`src/rtl/pulse_period_meter.sv`:
```
// pulse_period_meter: measures the period between rising edges of i_Pulse in prescaled units, saturating to 12 bits, and flags loss of pulses
module pulse_period_meter #(
    parameter int PRESCALE      = 1,
    parameter int TIMEOUT_UNITS = 4095
) (
    input  logic        i_CLK,
    input  logic        i_RST,
    input  logic        i_Pulse,
    output logic [11:0] o_Lv,
    output logic        o_Valid,
    output logic        o_Timeout
);
    typedef enum logic {IDLE, MEASURE} state_t;
    state_t      state, state_d;
    logic        pulse_q;
    logic [15:0] presc;
    logic [11:0] units;
    logic        rise, wrap, tmo_hit, do_meas, do_tmo;
    logic [12:0] meas;
    // edge detection, period-in-units of the current cycle and next state
    always_comb begin
        rise    = i_Pulse & ~pulse_q;
        wrap    = presc == 16'(PRESCALE - 1);
        meas    = {1'b0, units} + 13'(wrap);
        tmo_hit = meas > 13'(TIMEOUT_UNITS);
        do_meas = state == MEASURE && rise;
        do_tmo  = state == MEASURE && !rise && tmo_hit;
        state_d = state == IDLE ? (rise ? MEASURE : IDLE) : (do_tmo ? IDLE : MEASURE);
    end
    // state register
    always_ff @(posedge i_CLK) begin
        if (i_RST) state <= IDLE;
        else       state <= state_d;
    end
    // counters, edge history and registered outputs
    always_ff @(posedge i_CLK) begin
        if (i_RST) begin
            pulse_q   <= 1'b1;
            presc     <= '0;
            units     <= '0;
            o_Lv      <= '0;
            o_Valid   <= 1'b0;
            o_Timeout <= 1'b0;
        end else begin
            pulse_q   <= i_Pulse;
            o_Valid   <= do_meas | do_tmo;
            o_Timeout <= do_tmo;
            if (do_meas)     o_Lv <= meas[12] ? 12'hFFF : meas[11:0];
            else if (do_tmo) o_Lv <= 12'hFFF;
            if (rise) begin
                presc <= '0;
                units <= '0;
            end else if (state == MEASURE) begin
                presc <= wrap ? 16'd0 : presc + 16'd1;
                units <= (wrap && units != 12'hFFF) ? units + 12'd1 : units;
            end
        end
    end
endmodule

```
`config.mk`:
```
export PLATFORM = sky130hd
export DESIGN_NAME = pulse_period_meter
export DESIGN_NICKNAME = d
export VERILOG_FILES = /design/src/rtl/pulse_period_meter.sv
export SDC_FILE = /design/constraint.sdc
export NUM_CORES = 1
export LEC_CHECK = 0
export BUFFER_PORTS_ARGS = -buffer_cell sky130_fd_sc_hd__buf_2
export CORE_UTILIZATION = 63
export DETAILED_ROUTE_END_ITERATION = 7
export PLACE_DENSITY = 0.82
export SLEW_MARGIN = 40
export SYNTH_ARGS = -nofsm -noshare
export SYNTH_HDL_FRONTEND = slang
export SYNTH_SLANG_ARGS = --single-unit
```
`constraint.sdc`:
```
create_clock -name i_CLK -period 3.4 [get_ports i_CLK]
set_input_delay 0.51 -clock i_CLK [delete_from_list [all_inputs] [get_ports i_CLK]]
set_output_delay 0.51 -clock i_CLK [all_outputs]
set_load 0.01 [all_outputs]
```
==> summary by stage <==
Die
The area of the die is 0.00372 mm2. Once the floorplan was initialized, standard cells occupied 65.7% of the core. The standard-cell row count is 21. 17 I/O pins were placed. Measured along the y axis, the die boundary spans 61.0 um. The core outline area is 0.00334 mm2.

The floorplan step set the die width to 61.0 um.

Power and ir drop
The highest ir drop seen on vdd is 0.225 mV. The total power is 0.834 mW. Power spread over the standard cell area amounts to 354 mW/mm2. The analysis attributes to cell leakage a power of 0.768 nW.

Synth
In this run the cell area of the synthesized design comes to 0.00219 mm2. The number of distinct standard cells referenced by the synthesized netlist is 34. Summing the areas of all compound-gate instances in the mapped netlist gives 12.3% of the synthesized area. The synthesized area divided by synthesized cell count is 8.43 um2.

The share of cell area taken by muxes after synthesis is 0.914%. The synthesized netlist cell count is 260. The fraction of synthesized cell area in xor and xnor cells is 9.19%. The Yosys step of the flow raised 0 warnings.

The number of nets handed over by synthesis was 269. The predominant post-synthesis flop cell is sky130_fd_sc_hd__dfxtp_1. The synthesized-area fraction occupied by adder cells is 3.43%. Of the total synthesized cell area, the portion taken by AND, OR, NAND and NOR gates is 29.9%. Yosys mapped a number of flops with a built-in enable equal to 0.

The main combinational cell family by area after synthesis is simple AND/OR/NAND/NOR gates. The fraction of registers with async set/reset is 0%. In this run, synthesis produced a sequential element count of 44. The sequential-to-total area share from yosys stat is 40.2%.

Final layout
In the final design database the tool counted 279 nets. From synthesis to final layout, the design area changed by 7.54%. The number of non-filler instances in the completed layout is 317.

The ratio of cells with drive above 1 in the final layout is 12.5%. The antenna diode count is 0.

Worst setup path
Measured in cells, the most critical reg-to-reg path has a length of 10. The delay of the slowest cell on the worst path is 0.41 ns. The beginning of the worst register-to-register path is presc[0]. The end of the worst register-to-register path is o_Lv[8].

STA classifies the critical path endpoint as a flip-flop. Walking the worst path, the cells encountered are inv_1, ha_1, nor4b_2, and4_1, ha_1, ha_1, nand2_1, nor4_1, nor2_1, a221oi_1. The most numerous cell on the critical path is sky130_fd_sc_hd__ha_1. Among all stages on the critical path, the largest delay is contributed by sky130_fd_sc_hd__nor4_1. The family with the most delay on the worst path is simple AND/OR/NAND/NOR gates. The worst setup path is of the reg2reg kind. The signal arrival time at the worst endpoint is 2.94 ns. The worst register-to-register path has a setup slack of 0.74 ns.

The count of buffering cells on the critical path with inverters included is 1. The type of element launching the critical path is a flip-flop. The required time at the endpoint of the critical path is 3.68 ns.

Of all nets on the critical path, the largest fanout is 6.

STA
The final critical path takes up 78.3% of the cycle. The total count of max-transition violations in the final report is 0. The transition at the pin with the smallest max-transition slack is 0.534 ns. Hold is met by 0.392 ns.

For this run, the top clock speed supported by timing is 375 MHz. In the post-route analysis, the smallest setup slack over all paths is 0.736 ns. For the finished layout, the period the worst path requires is 2.66 ns. The setup TNS is 0 ns.

The final setup violation count is 0. The worst pin sits at a relative slew slack of 64.1%. Across the routed clock network, the largest skew measured is 0.00791 ns.

Setup repair after global routing left no endpoint under its margin. The number of failing hold endpoints at the final stage was 0.

Min path
The min-delay analysis places its worst path in the category in2reg. For hold timing, the worst endpoint is pulse_q. The source of the worst hold timing path is i_Pulse. The depth of the worst hold-timing path is 2.

Route
The via density per instance is 5.96. The met2 routed wirelength is 1900 um. After detailed routing, the met3 layer carries 240 um of wire. The DRC violations left is 0.

The final layout contains routed wiring with a total length of 4370 um. The detailed-routing iteration count for the pre-antenna-repair pass is 4. The remaining antenna violation count after routing is 0. For this block, the initial DRC count from the detailed router was 141. The routed length per placed instance is 13.8 um. Signal routing reaches up to met4. The met1 wire length is 2200 um. The number of vias in the routed layout is 1888.

Clock tree
No sink is reached through more buffers than the 2 on the longest clock path. The count of instances resized after the clock tree is built is 0. The clock tree synthesis step divided the H-tree into 2 levels. The clock insertion delay at the later pin of the skew report is 0.37 ns. Counting every sink on the clock net gives 44. After clock tree synthesis, the setup repair step added 0 buffers. The clock transition at the registers of the reported paths is 0.13 ns. TritonCTS built the clock tree. The number of CTS-inserted buffers is 5. The library cell used as clock root buffer is sky130_fd_sc_hd__clkbuf_4. For this design, the CTS-stage hold fixing added 0 buffers.

Global route
The overall routing resource usage is 26.0%. Entering global routing, the biggest net connects 23 pins. The initial antenna violation count came to 0. The number of global-route vias before repair is 1606. The remaining global-route overflow is 0. The wire length of the first global-routing pass is 7140 um.

Outcome
The flow ran to the end, and the final reports show no timing, DRC or antenna violations.

Place
The count of port buffers added during placement is 16. At the end of routability-driven placement, the weighted congestion stood at 0.913. The number of cells in the design after placement is 309.

The wire-length estimate of the detail-placed layout is 3110 um. Before CTS, the worst setup slack after placement is 0.801 ns.

Flow run
The tool flagged a number of max-cap violations equal to 0.
[logic make-up after synthesis]
group,count (synthesis)
simple gates,120
flops,44
compound gates,43
xor+xnor,23
buf+inv,22
fa+ha+maj,6
mux,2
[how the worst max path moves through the flow]
stage,start,endpoint,slack [ns],cells past startpoint
CTS,presc[0],o_Lv[6],0.76,10
global placement,presc[0],o_Lv[11],0.99,10
detailed placement,presc[0],o_Lv[6],0.80,10
global route,presc[0],o_Lv[8],0.42,10
floorplan,presc[0],o_Lv[6],1.15,10
finish,presc[0],o_Lv[8],0.74,10
[worst register-to-register path: stages, from the launching register on]
cell and delay (ns):
sky130_fd_sc_hd__dfxtp_1 0.38, sky130_fd_sc_hd__inv_1 0.07, sky130_fd_sc_hd__ha_1 0.13, sky130_fd_sc_hd__nor4b_2 0.22, sky130_fd_sc_hd__and4_1 0.28, sky130_fd_sc_hd__ha_1 0.21, sky130_fd_sc_hd__ha_1 0.28, sky130_fd_sc_hd__nand2_1 0.08
sky130_fd_sc_hd__nor4_1 0.41, sky130_fd_sc_hd__nor2_1 0.22, sky130_fd_sc_hd__a221oi_1 0.30
[synth_stat cells (2+ instances only)]
library cell / instances / area [um2]
sky130_fd_sc_hd__inv_1: 5 / 18.8
sky130_fd_sc_hd__a221oi_1: 5 / 43.8
sky130_fd_sc_hd__nand3_1: 11 / 55.1
sky130_fd_sc_hd__ha_1: 6 / 75.1
sky130_fd_sc_hd__nor4_1: 9 / 56.3
sky130_fd_sc_hd__buf_2: 4 / 20.0
sky130_fd_sc_hd__and4_1: 4 / 35.0
sky130_fd_sc_hd__o31ai_1: 10 / 75.1
sky130_fd_sc_hd__mux2i_1: 2 / 20.0
sky130_fd_sc_hd__nor4_2: 2 / 25.0
sky130_fd_sc_hd__a31oi_1: 4 / 25.0
sky130_fd_sc_hd__xor2_1: 7 / 61.3
sky130_fd_sc_hd__nand2b_1: 2 / 12.5
sky130_fd_sc_hd__xnor2_1: 16 / 140
sky130_fd_sc_hd__a21oi_1: 17 / 85.1
sky130_fd_sc_hd__clkbuf_1: 13 / 48.8
sky130_fd_sc_hd__nand2_1: 28 / 105
sky130_fd_sc_hd__o21ai_1: 2 / 10.0
sky130_fd_sc_hd__or3_1: 6 / 37.5
sky130_fd_sc_hd__or4_1: 9 / 67.6
sky130_fd_sc_hd__dfxtp_1: 44 / 881
sky130_fd_sc_hd__nor3_1: 6 / 30.0
sky130_fd_sc_hd__nand4_1: 9 / 56.3
sky130_fd_sc_hd__nand4b_1: 2 / 17.5
sky130_fd_sc_hd__nor2_1: 25 / 93.8
sky130_fd_sc_hd__o21ai_0: 3 / 15.0
sky130_fd_sc_hd__or2_2: 2 / 12.5
[metal layers]
metal | GRT usage [%] | vias up
met1 | 38.2 | 859
li1 | - | 964
met3 | 4.48 | 5
met5 | 0 | -
met2 | 37.5 | 60
met4 | 11.0 | 0
[cell type report]
| type | instances | area [um2] |
|---|---|---|
| flip-flops and latches | 44 | 881 |
| multi-input cells | 194 | 1220 |
| clock buffers | 6 | 51.3 |
| inverters | 5 | 18.8 |
| fillers | 286 | 981 |
| well taps | 46 | 57.6 |
| repair buffers | 20 | 110 |
| clock inverters | 2 | 15.0 |
[cells in the final DEF, fill, tap and decap left out, drive strengths merged, types with 7 or more instances in the layout]
master / synthesis / routed
a21oi: 17 / 17
buf: 4 / 20
dfxtp: 44 / 44
nand2: 28 / 28
nand3: 11 / 11
nand4: 10 / 10
nor2: 25 / 25
nor4: 11 / 11
o31ai: 10 / 10
or4: 9 / 9
xnor2: 16 / 16
xor2: 7 / 7
[power breakdown]
group / switching [mW] / total, mW / leakage [nW] / internal [mW]
clock: 0.171 / 0.272 / 0.0305 / 0.100
combinational: 0.0267 / 0.0395 / 0.382 / 0.0129
sequential: 0.00346 / 0.523 / 0.355 / 0.520
[flip-flops by register name, summed over array words and instances (netlist names)]
register and cells:
presc 16, o_Lv 12, units 12, o_Timeout 1, o_Valid 1, pulse_q 1, state 1
[metrics by stage]
| step | util (%) | area, um2 |
|---|---|---|
| after floorplan | - | 2190 |
| after global placement | 68.6 | 2290 |
| after detailed placement | 68.6 | 2290 |
| after CTS | 70.6 | 2360 |
| after global routing | 70.6 | 2360 |
| final | 70.6 | 2360 |
Power figures use the tool's default switching activity.
